==> src/rtl/decode_queue.sv <==
// RV32I/M decode queue: words are decoded as they are pushed, held in a DEPTH-entry
// FIFO, and the head bundle is presented to execute over a valid/ready handshake.
package decode_queue_pkg;
    typedef enum logic [4:0] {
        ALU_ADD    = 5'd0,
        ALU_SUB    = 5'd1,
        ALU_SLL    = 5'd2,
        ALU_SLT    = 5'd3,
        ALU_SLTU   = 5'd4,
        ALU_XOR    = 5'd5,
        ALU_SRL    = 5'd6,
        ALU_SRA    = 5'd7,
        ALU_OR     = 5'd8,
        ALU_AND    = 5'd9,
        ALU_PASS_B = 5'd10,
        ALU_ADD_PC = 5'd11,
        ALU_MUL    = 5'd12,
        ALU_MULH   = 5'd13,
        ALU_MULHSU = 5'd14,
        ALU_MULHU  = 5'd15,
        ALU_DIV    = 5'd16,
        ALU_DIVU   = 5'd17,
        ALU_REM    = 5'd18,
        ALU_REMU   = 5'd19
    } alu_op_t;

    typedef struct packed {
        logic [31:0] pc;
        logic [31:0] inst;
        logic [31:0] imm;
        logic [4:0]  rs1;
        logic [4:0]  rs2;
        logic [4:0]  rd;
        alu_op_t     alu_op;
        logic [2:0]  cls;
        logic        illegal;
    } entry_t;
endpackage

module decode_queue
    import decode_queue_pkg::*;
#(
    parameter int DEPTH    = 4,
    parameter bit ENABLE_M = 1'b1
) (
    input  logic                   clk,
    input  logic                   rst,
    input  logic                   flush,
    input  logic                   in_valid,
    output logic                   in_ready,
    input  logic [31:0]            in_inst,
    input  logic [31:0]            in_pc,
    output logic                   out_valid,
    input  logic                   out_ready,
    output logic [31:0]            out_pc,
    output logic [31:0]            out_inst,
    output logic [4:0]             out_rs1,
    output logic [4:0]             out_rs2,
    output logic [4:0]             out_rd,
    output logic [31:0]            out_imm,
    output alu_op_t                out_alu_op,
    output logic [2:0]             out_class,
    output logic                   out_illegal,
    output logic [$clog2(DEPTH):0] count,
    output logic                   halted
);

    localparam int PW = $clog2(DEPTH);
    localparam int CW = PW + 1;
    localparam logic [CW-1:0] FULL = CW'(DEPTH);

    localparam logic [2:0] CLS_ALU    = 3'd0;
    localparam logic [2:0] CLS_LOAD   = 3'd1;
    localparam logic [2:0] CLS_STORE  = 3'd2;
    localparam logic [2:0] CLS_BRANCH = 3'd3;
    localparam logic [2:0] CLS_JAL    = 3'd4;
    localparam logic [2:0] CLS_JALR   = 3'd5;
    localparam logic [2:0] CLS_MULT   = 3'd6;
    localparam logic [2:0] CLS_SYSTEM = 3'd7;

    localparam logic [31:0] HALT_WORD = 32'hFFFF_FFFF;

    // alt selects SUB/SRA, taken from funct7 bit 5
    function automatic alu_op_t alu_rr(input logic [2:0] f3, input logic alt);
        alu_op_t op;
        case (f3)
            3'b000:  op = alt ? ALU_SUB : ALU_ADD;
            3'b001:  op = ALU_SLL;
            3'b010:  op = ALU_SLT;
            3'b011:  op = ALU_SLTU;
            3'b100:  op = ALU_XOR;
            3'b101:  op = alt ? ALU_SRA : ALU_SRL;
            3'b110:  op = ALU_OR;
            default: op = ALU_AND;
        endcase
        return op;
    endfunction

    function automatic alu_op_t mul_op(input logic [2:0] f3);
        alu_op_t op;
        case (f3)
            3'b000:  op = ALU_MUL;
            3'b001:  op = ALU_MULH;
            3'b010:  op = ALU_MULHSU;
            3'b011:  op = ALU_MULHU;
            3'b100:  op = ALU_DIV;
            3'b101:  op = ALU_DIVU;
            3'b110:  op = ALU_REM;
            default: op = ALU_REMU;
        endcase
        return op;
    endfunction

    // branches compare by subtraction (eq/ne) or signed/unsigned less-than
    function automatic alu_op_t br_op(input logic [2:0] f3);
        alu_op_t op;
        case (f3[2:1])
            2'b10:   op = ALU_SLT;
            2'b11:   op = ALU_SLTU;
            default: op = ALU_SUB;
        endcase
        return op;
    endfunction

    function automatic entry_t decode(input logic [31:0] inst, input logic [31:0] pc);
        entry_t      e;
        logic [2:0]  f3;
        logic [6:0]  f7;
        logic [31:0] imm_i;
        logic [31:0] imm_s;
        logic [31:0] imm_b;
        logic [31:0] imm_u;
        logic [31:0] imm_j;
        f3    = inst[14:12];
        f7    = inst[31:25];
        imm_i = {{20{inst[31]}}, inst[31:20]};
        imm_s = {{20{inst[31]}}, inst[31:25], inst[11:7]};
        imm_b = {{19{inst[31]}}, inst[31], inst[7], inst[30:25], inst[11:8], 1'b0};
        imm_u = {inst[31:12], 12'b0};
        imm_j = {{11{inst[31]}}, inst[31], inst[19:12], inst[20], inst[30:21], 1'b0};
        e        = '0;
        e.pc     = pc;
        e.inst   = inst;
        e.alu_op = ALU_ADD;
        if (inst == HALT_WORD) begin
            e.cls = CLS_SYSTEM;
        end else begin
            case (inst[6:0])
                7'b0110111: begin
                    e.cls = CLS_ALU; e.rd = inst[11:7]; e.imm = imm_u; e.alu_op = ALU_PASS_B;
                end
                7'b0010111: begin
                    e.cls = CLS_ALU; e.rd = inst[11:7]; e.imm = imm_u; e.alu_op = ALU_ADD_PC;
                end
                7'b0010011: begin
                    e.cls = CLS_ALU; e.rd = inst[11:7]; e.rs1 = inst[19:15]; e.imm = imm_i;
                    e.alu_op = alu_rr(f3, (f3 == 3'b101) && f7[5]);
                end
                7'b0110011: begin
                    if (f7 == 7'b0000001) begin
                        if (ENABLE_M) begin
                            e.cls = CLS_MULT; e.rd = inst[11:7]; e.rs1 = inst[19:15];
                            e.rs2 = inst[24:20]; e.alu_op = mul_op(f3);
                        end else begin
                            e.cls = CLS_SYSTEM; e.illegal = 1'b1;
                        end
                    end else begin
                        e.cls = CLS_ALU; e.rd = inst[11:7]; e.rs1 = inst[19:15];
                        e.rs2 = inst[24:20]; e.alu_op = alu_rr(f3, f7[5]);
                    end
                end
                7'b0000011: begin
                    e.cls = CLS_LOAD; e.rd = inst[11:7]; e.rs1 = inst[19:15]; e.imm = imm_i;
                end
                7'b0100011: begin
                    e.cls = CLS_STORE; e.rs1 = inst[19:15]; e.rs2 = inst[24:20]; e.imm = imm_s;
                end
                7'b1100011: begin
                    e.cls = CLS_BRANCH; e.rs1 = inst[19:15]; e.rs2 = inst[24:20];
                    e.imm = imm_b; e.alu_op = br_op(f3);
                end
                7'b1101111: begin
                    e.cls = CLS_JAL; e.rd = inst[11:7]; e.imm = imm_j;
                end
                7'b1100111: begin
                    e.cls = CLS_JALR; e.rd = inst[11:7]; e.rs1 = inst[19:15]; e.imm = imm_i;
                end
                default: begin
                    e.cls = CLS_SYSTEM; e.illegal = 1'b1;
                end
            endcase
        end
        return e;
    endfunction

    entry_t          mem [DEPTH];
    logic [PW-1:0]   wr_ptr;
    logic [PW-1:0]   rd_ptr;
    logic            halt_pend;
    entry_t          dec_p0;
    entry_t          head_p1;
    logic            push;
    logic            pop;
    logic            dec_halt_p0;
    logic            head_halt_p1;

    // stage p0: combinational decode of the incoming word
    assign dec_p0       = decode(in_inst, in_pc);
    assign dec_halt_p0  = (in_inst == HALT_WORD);

    assign out_valid = (count != '0);
    assign in_ready  = (count < FULL) && !halt_pend && !halted && !flush;
    assign push      = in_valid && in_ready;
    assign pop       = out_valid && out_ready;

    always_ff @(posedge clk) begin
        if (rst) begin
            wr_ptr    <= '0;
            rd_ptr    <= '0;
            count     <= '0;
            halt_pend <= 1'b0;
            halted    <= 1'b0;
            for (int i = 0; i < DEPTH; i++) begin
                mem[i] <= '0;
            end
        end else if (flush) begin
            wr_ptr    <= '0;
            rd_ptr    <= '0;
            count     <= '0;
            halt_pend <= 1'b0;
        end else begin
            if (push) begin
                mem[wr_ptr] <= dec_p0;
                wr_ptr      <= wr_ptr + 1'b1;
                if (dec_halt_p0) begin
                    halt_pend <= 1'b1;
                end
            end
            if (pop) begin
                rd_ptr <= rd_ptr + 1'b1;
                if (head_halt_p1) begin
                    halted    <= 1'b1;
                    halt_pend <= 1'b0;
                end
            end
            case ({push, pop})
                2'b10:   count <= count + 1'b1;
                2'b01:   count <= count - 1'b1;
                default: count <= count;
            endcase
        end
    end

    // stage p1: head entry read straight from storage
    assign head_p1      = mem[rd_ptr];
    assign head_halt_p1 = (head_p1.cls == CLS_SYSTEM) && !head_p1.illegal;

    assign out_pc      = head_p1.pc;
    assign out_inst    = head_p1.inst;
    assign out_rs1     = head_p1.rs1;
    assign out_rs2     = head_p1.rs2;
    assign out_rd      = head_p1.rd;
    assign out_imm     = head_p1.imm;
    assign out_alu_op  = head_p1.alu_op;
    assign out_class   = head_p1.cls;
    assign out_illegal = head_p1.illegal;

endmodule

==> config.mk <==
export PLATFORM = sky130hd
export DESIGN_NAME = decode_queue
export DESIGN_NICKNAME = d
export VERILOG_FILES = /design/src/rtl/decode_queue.sv
export SDC_FILE = /design/constraint.sdc
export NUM_CORES = 1
export LEC_CHECK = 0
export ABC_AREA = 1
export BUFFER_PORTS_ARGS = -buffer_cell sky130_fd_sc_hd__buf_2
export CORE_MARGIN = 5
export CORE_UTILIZATION = 35
export DETAILED_ROUTE_END_ITERATION = 7
export PLACE_DENSITY = 0.62
export SETUP_SLACK_MARGIN = 0.02
export SLEW_MARGIN = 40
export SYNTH_ARGS = -nofsm -noshare
export SYNTH_HDL_FRONTEND = slang
export SYNTH_SLANG_ARGS = --single-unit
export TNS_END_PERCENT = 100
==> constraint.sdc <==
create_clock -name clk -period 4.1 [get_ports clk]
set_clock_uncertainty 0.1 [all_clocks]
set_input_delay 0.41 -clock clk [delete_from_list [all_inputs] [get_ports clk]]
set_output_delay 0.41 -clock clk [all_outputs]
set_load 0.02 [all_outputs]
* Yosys cells after proc, flatten, opt, wreduce, memory -nomap -nowiden
Memory sizes are Yosys's and may differ from the RTL's. A register that Yosys moved wholly into a read port is not among the register bits. Index checks and enable logic that the tools add are counted.
Word-level totals: register bits 9, bits in writable memories 480, input port bits 69, memories 1
Memory list:
- mem | words 4, bits a word 120, rd ports 1, clocked after memory_dff 1, wr ports 4, line 196 | entry_t mem [DEPTH];
Operators by class: $add $sub $neg 4, order comparisons 1, equality and inequality tests 22, multiplexer cells 35, bitwise operators 1, reduce and logical (&&, ||, !) cells 24
Operator list (count):
- $pmux 32 s5 | 1
- $mux 120 | 1
- $reduce_or 120->1 | 1
- $pmux 4 s7 | 2
- $mux 52 | 1
- $pmux 5 s7 | 1
- $eq 32x32->1 const B | 1
- $pmux 5 s2 | 3
- $pmux 5 s5 | 1
- $eq 7x6->1 const B | 3
- $eq 7x7->1 const B | 3
- $pmux 3 s7 | 1
- $mux 1 | 17
- $eq 7x5->1 const B | 2
- $eq 3x3->1 const B | 4
- $pmux 3 s2 | 2
- $reduce_or 9->1 | 1
- $mux 8 | 1
- $eq 7x1->1 const B | 1
- $eq 7x2->1 const B | 1
- $logic_and 1x1->1 | 7
- $eq 2x2->1 const B | 3
- $eq 3x2->1 const B | 2
- $mux 2 | 3
- 17 further kinds | 24

* Depth between registers and ports, before layout
Gate-level depths: netlist of run 1.
depth after elaboration 11, gate-level depth with buffers 11, depth with buffers taken out 11

* Worst setup path after synthesis of run 1
OpenSTA, ideal clock, no wires.
path type register to register, start point register count[2], end point memory mem[0][0] (netlist bit), enable pin, arrival time 3.475 ns, slack -0.537 ns, cell stages (with the launch flop) 10, buffers on the path 2, clock period less this slack 4.637 ns, path through dfxtp_1 > inv_2 > nand3_1 > inv_2 > nand2_4 > nor2_8 > nand2_1 > buf_2 > buf_1 > nand2_1
RTL lines:
- start, declared | line 64 | output logic [$clog2(DEPTH):0] count,
- start signal, assigned | line 247 | 2'b10: count <= count + 1'b1;
- start signal, assigned | line 248 | 2'b01: count <= count - 1'b1;
- start signal, assigned | line 249 | default: count <= count;
- end, declared | line 196

==> results of run 1 <==
flip-flops by register name, summed over array words and instances (netlist names), named ones only:
register and cells:
mem 480, rd_ptr 2, wr_ptr 2, halt_pend 1
halted 1, count 3
final timing paths:
kind	to	slack, ps	depth (start not counted)
worst min-delay path	mem[0][99]	40	3
worst max-delay path	out_inst[28]	570	4
worst max register to register	mem[0][34]	1350	9
worst min register to register	flop	360	2
routing by layer:
metal  up-vias  routed length [microns]  share of wire, %  global-route usage [%]
met3        85                     5270               8.1                    3.42
li1       7638                        -                 -                       -
met4         2                     1310               2.0                    4.45
met1      8160                    27100                42                    25.6
met2       632                    31500                48                    31.5
met5         -                       13             0.020                       0
synthesized netlist by cell type (2+ instances only):
cell / count
clkbuf_1: 96
o21ai_0: 241
a21oi_1: 16
nor2_1: 590
inv_2: 14
nand4_1: 12
inv_1: 163
nor2_4: 2
buf_2: 25
buf_6: 2
nor3_1: 99
o22ai_1: 117
nor2_2: 4
dfxtp_1: 11
edfxtp_1: 480
nand3b_1: 2
buf_1: 18
nand3_2: 9
nand2_1: 165
nand3_1: 58
what timing repair did:
item	CTS	global route
hold buffers	3	0
setup buffers	0	0
endpoints found under the setup margin	0	0
hold endpoints to repair	3	0
cells in the final DEF (no fill, tap or decap), types with 5 or more instances in the layout:
cell type,count
nand3_1,58
nand2_4,6
clkbuf_16,54
buf_2,194
nand2_1,159
o22ai_1,117
nand4_1,12
a21oi_1,16
buf_4,18
edfxtp_1,480
nor2_2,5
bufinv_16,8
o21ai_0,241
inv_1,161
inv_2,14
clkinv_2,14
clkinv_1,8
nand3_2,9
dfxtp_1,9
buf_12,13
nor2_1,589
nor3_1,99
logic make-up (layout without fill, tap and decap cells):
group	after synthesis	after routing	synth area share [%]
buffers and inverters	319	503	5.70
and+or+nand+nor	946	946	17.9
DFF	491	491	66.9
adders and majority gates	2	2	0.149
other	0	1	0
AOI/OAI and AO/OA	378	378	9.37
per-stage QoR:
step           cell area [sq um]  hold slack [ps]  TNS (ps)  instances  power (uW)
2_1_floorplan              21900              336    -93530       2136        6300
4_1_cts                    25600             1.34         0       3157       11600
5_1_grt                    25600             35.6         0       3157       11900
3_3_place_gp               23800              336         0       3057        6640
3_5_place_dp               23800              349         0       3057        6660
6_report                   25600             41.4         0       3158       11500
worst register-to-register path, delay by kind of cell, from the launching register on:
| kind | cells | cell delay (ps) |
|---|---|---|
| buffers and inverters | 4 | 1350 |
| flip-flops | 1 | 400 |
| AND/OR/NAND/NOR | 5 | 600 |
power by group through the flow:
stage,Combinational (uW),Sequential (uW),Clock [uW]
after floorplan,426,5880,0
after global placement,779,5860,0
after detailed placement,787,5870,0
after CTS,792,5760,5040
after global routing,839,5780,5260
final,781,5760,4950
cell type report:
| type | count | area [sq um] | share of cell area, % |
|---|---|---|---|
| clock inverter | 39 | 439 | 1.71 |
| clock buffer | 58 | 1370 | 5.33 |
| sequential | 491 | 14600 | 57.1 |
| antenna | 1 | 2.50 | 0.00977 |
| tap | 837 | 1050 | 4.09 |
| timing repair buffer | 229 | 1410 | 5.49 |
| inverter | 177 | 673 | 2.63 |
| multi-input combinational | 1326 | 6050 | 23.6 |
==> metrics.txt, run 1 <==
Clock Pin Slew Worst Setup and Hold Paths=approximately 60 ps; Gates resized, CTS repair=0; Detailed Routing Iterations Pass 1=5; Worst EP required=3590 ps; f_max=approximately 280 MHz; Slew Viols, Final=0; share of the synthesized area in the top cell type=between 60% and 70%; grt ovf=0; CTS tree=done; root buffer cell=clkbuf_16; Post-synth ARST share=0%; reg2reg start=count[2]; Die Y-Extent=between 200 and 300 microns; DR WL/cell=around 21 microns; syn nets=2207; initial antenna violation count=1; largest net degree at the start of global routing=between 100 and 150; Comb power frac=between 6 and 7%; GR Util All Layers=between 10% and 20%; WP buf/inv=2; main area contributors after synthesis=edfxtp_1 (66%), nor2_1 (10%), o21ai_0 (5.5%); Slew headroom=approximately 44%; leak pwr=~0.010 uW; Post-Syn Area per Cell=a little over 10 sq um; post-layout util=between 40% and 50%; Post-layout nets=around 2300; pre-CTS setup slack=about 1100 ps; status=finished, final reports clean; Post-synth EDFFs=480; Worst Setup Path Type=flop to output pin; sequential share of the synthesized area=about 67%; critical path arrival=just over 3000 ps; drt total wl=65200 microns; # setup viols final=0; Crit. End Element=output pin; crit-path cells=buf_4 > o21ai_0 > o22ai_1 > buf_2; Max-Cap Viols=0; Die X=~260 microns; clk_lat worst skew=610 ps; switching share of total power=a little under a quarter; Yosys reg bits=~500; DRC errors left=0; P&R area growth vs syn=17.2%; minimum clock period=between 3000 and 4000 ps; routability cong.=0.891; PwrDens=449 nW/um^2; Clock Sinks=just under 500; Final Hold Fails=0; post-synth top area cell=edfxtp_1; Slowest cell on crit path=dfxtp_4; P_int=about 8800 uW; CP Max Fanout=63; Ys Warns=0; vias per inst=about 5.2; Largest stage delay, worst path=between 700 and 800 ps; Reg power frac=between 50% and 60%; PortBufs=slightly below 200; Starting Density=a little over a third; Max VDD drop=approximately 0.00035 V; pin slew with the least headroom to its limit=between 800 and 900 ps; DIE AREA=between 60000 and 70000 sq um; Core Box Area=slightly above 60000 sq um; ratio of final minimum period to clock period=between 80% and 90%; CTS Buffer Depth=3; global-route wire length before repair=just under 100000 microns; clock share of power=between 40 and 50%; cells after synthesis=approximately 2100; fillers=between 5000 and 6000; I/O Pins=195; Hold Path Class=input port to flop; vias in the first global route=roughly 16000; Post-DP HPWL=approximately 40000 microns; Synth Cell Area=21900 sq um; Initial DRC Count=approximately 1400; fraction of layout cells with a size suffix above 1=between 10% and 20%; CTS buffer count=53; H-tree depth=2; predominant post-synthesis flop cell=edfxtp_1; min-delay src=in_pc[11]; setup slack after layout=567 ps; Rows=a little over 90; Routed Antenna Nets=0; Distinct cells, synth=32; DR vias=~17000; CP Launch Type=flop; RSZ-0062 raised after global routing=no; Crit path max-delay family=buffers and inverters; P_sw=around 2700 uW
Note: power is estimated with default switching activity, not from simulation.
==> run 2: changes to the inputs <==
Settings changed: CORE_UTILIZATION 35 to 54, PLACE_DENSITY 0.62 to 0.85, TNS_END_PERCENT 100 to 50.
==> metrics.txt, run 2 (synthesized netlist as in run 1, its figures left out) <==
Worst EP required=3590 ps; DRC errors left=0; Crit. End Element=output pin; Reg power frac=52.7%; Initial DRC Count=2102; Reg-to-Reg End=mem[0][36]; WHS Path Cells=3; P_sw=2550 uW; commonest non-fill, non-tap cell in the layout=nor2_1; FF+latch area=~15000 sq um; most frequent cells in the layout=nor2_1 (590), edfxtp_1 (480), o21ai_0 (241), buf_2 (194), inv_1 (160); Finished Cell Area=24900 sq um; Hold Path End=mem[0][99]; initial antenna violation count=8; flip-flop count of the largest register after layout=480; Comb power frac=around 7.0%; global-route wire length before repair=approximately 94000 microns; Clock Pin Slew Worst Setup and Hold Paths=about 60 ps; vias in the first global route=17000; CP Launch Type=flop; DR vias=between 15000 and 20000; Power Total=~11000 uW; vias per inst=roughly 6; Die X=211 microns; pin slew with the least headroom to its limit=approximately 830 ps; Clock Sinks=roughly 490; Multi-input gate area=a little over 6000 sq um; Post-DP HPWL=~37000 microns; Reg with most FFs=mem; fraction of layout cells with a size suffix above 1=~15%; P&R area growth vs syn=14.0%; biggest regs=mem: 480 flops, count: 3 flops; Hold Path Class=input port to flop; switching share of total power=between 20% and 30%; Core Box Area=39900 sq um; clock share of power=40.4%; Die Y-Extent=approximately 210 microns; TNS Setup=0 ps; Max-Cap Viols=0; root buffer cell=clkbuf_16; Post-layout nets=~2300; min-delay src=in_pc[11]; routability cong.=0.890; CP Max Fanout=67; Worst Setup Path Type=flop to output pin; CTS buffer count=48; RSZ-0062 raised after global routing=no; Max VDD drop=0.000387 V; reg2reg start=count[2]; grt ovf=0; P_int=approximately 8400 uW; ratio of final minimum period to clock period=between 80% and 90%; Slew Viols, Final=0; minimum clock period=3360 ps; drt total wl=61000 microns; clk_lat worst skew=600 ps; CTS tree=done; Slew headroom=~45%; GR Util All Layers=a little over a quarter; Routed Antenna Nets=0; R2R cell count=10; Placed Area=approximately 23000 sq um; PwrDens=439 nW/um^2; # setup viols final=0; critical path arrival=approximately 2900 ps; DIE AREA=44600 sq um; Gates resized, CTS repair=0; DR WL/cell=about 21 microns; largest net degree at the start of global routing=between 80 and 90; leak pwr=0.0101 uW; status=finished, final reports clean; I/O Pins=approximately 200; f_max=a little under 300 MHz; CTS Buffer Depth=3; setup slack, reg-to-reg=around 1300 ps; Starting Density=54.8%; Rows=73; fillers=roughly 3000; H-tree depth=2; PortBufs=a little under 200; Final Hold Fails=0; Detailed Routing Iterations Pass 1=7
## run 2: cell count changes in the layout (fill, tap and decap cells not counted), moves of 4 or more
cell | before | now
buf_12 | 13 | 9
buf_4 | 18 | 23
clkbuf_1 | 4 | 11
clkbuf_16 | 54 | 48
clkinv_2 | 14 | 10
## run 2: layout make-up
type | instances | share of cell area (%)
diodes | 3 | 0.0301
clock buffers | 59 | 4.98
clock inverters | 30 | 1.32
inverters | 177 | 2.69
multi-input cells | 1326 | 24.2
flip-flops and latches | 491 | 58.7
well taps | 525 | 2.64
repair buffers | 228 | 5.39
## run 2: how the worst max path moves through the flow
| stage | depth (start not counted) | end |
|---|---|---|
| 2_1_floorplan | 8 | mem[2][0] |
| 3_3_place_gp | 9 | mem[0][56] |
| 3_5_place_dp | 11 | mem[2][37] |
| 4_1_cts | 5 | out_imm[0] |
| 5_1_grt | 5 | out_rd[3] |
| 6_report | 5 | out_imm[0] |
## run 2: repair_timing
item,in CTS,in global routing
setup buffers,0,0
hold buffers,2,0
endpoints found under the hold margin,2,0
## run 2: layer usage
| metal | wire length (microns) | vias up | track usage, % |
|---|---|---|---|
| li1 | - | 7621 | - |
| met1 | 22400 | 8041 | 35.4 |
| met2 | 29100 | 1170 | 43.2 |
| met3 | 7190 | 176 | 6.39 |
| met4 | 2290 | 12 | 10.2 |
| met5 | 87 | - | 0 |
## run 2: through the flow
stage | worst slack (ps) | cells | utilization (%) | hold WS (ps)
floorplan | -355 | 2136 | - | 336
global placement | 1200 | 2744 | 58.4 | 338
detailed placement | 1140 | 2744 | 58.4 | 348
CTS | 726 | 2835 | 62.4 | 5.73
global route | 628 | 2836 | 62.4 | 28.8
finish | 735 | 2839 | 62.4 | 30.8
## run 2: critical path, cell delays in order (launching register included)
cell	delay [ps]
dfxtp_4	500
inv_6	430
buf_4	490
o21ai_0	170
o22ai_1	340
buf_2	240
## run 2: power by group through the flow
stage	Combinational, uW	Clock, uW	Sequential (uW)
floorplan	426	0	5880
global placement	740	0	5860
detailed placement	750	0	5870
CTS	757	4440	5770
global route	810	4660	5780
finish	763	4420	5770
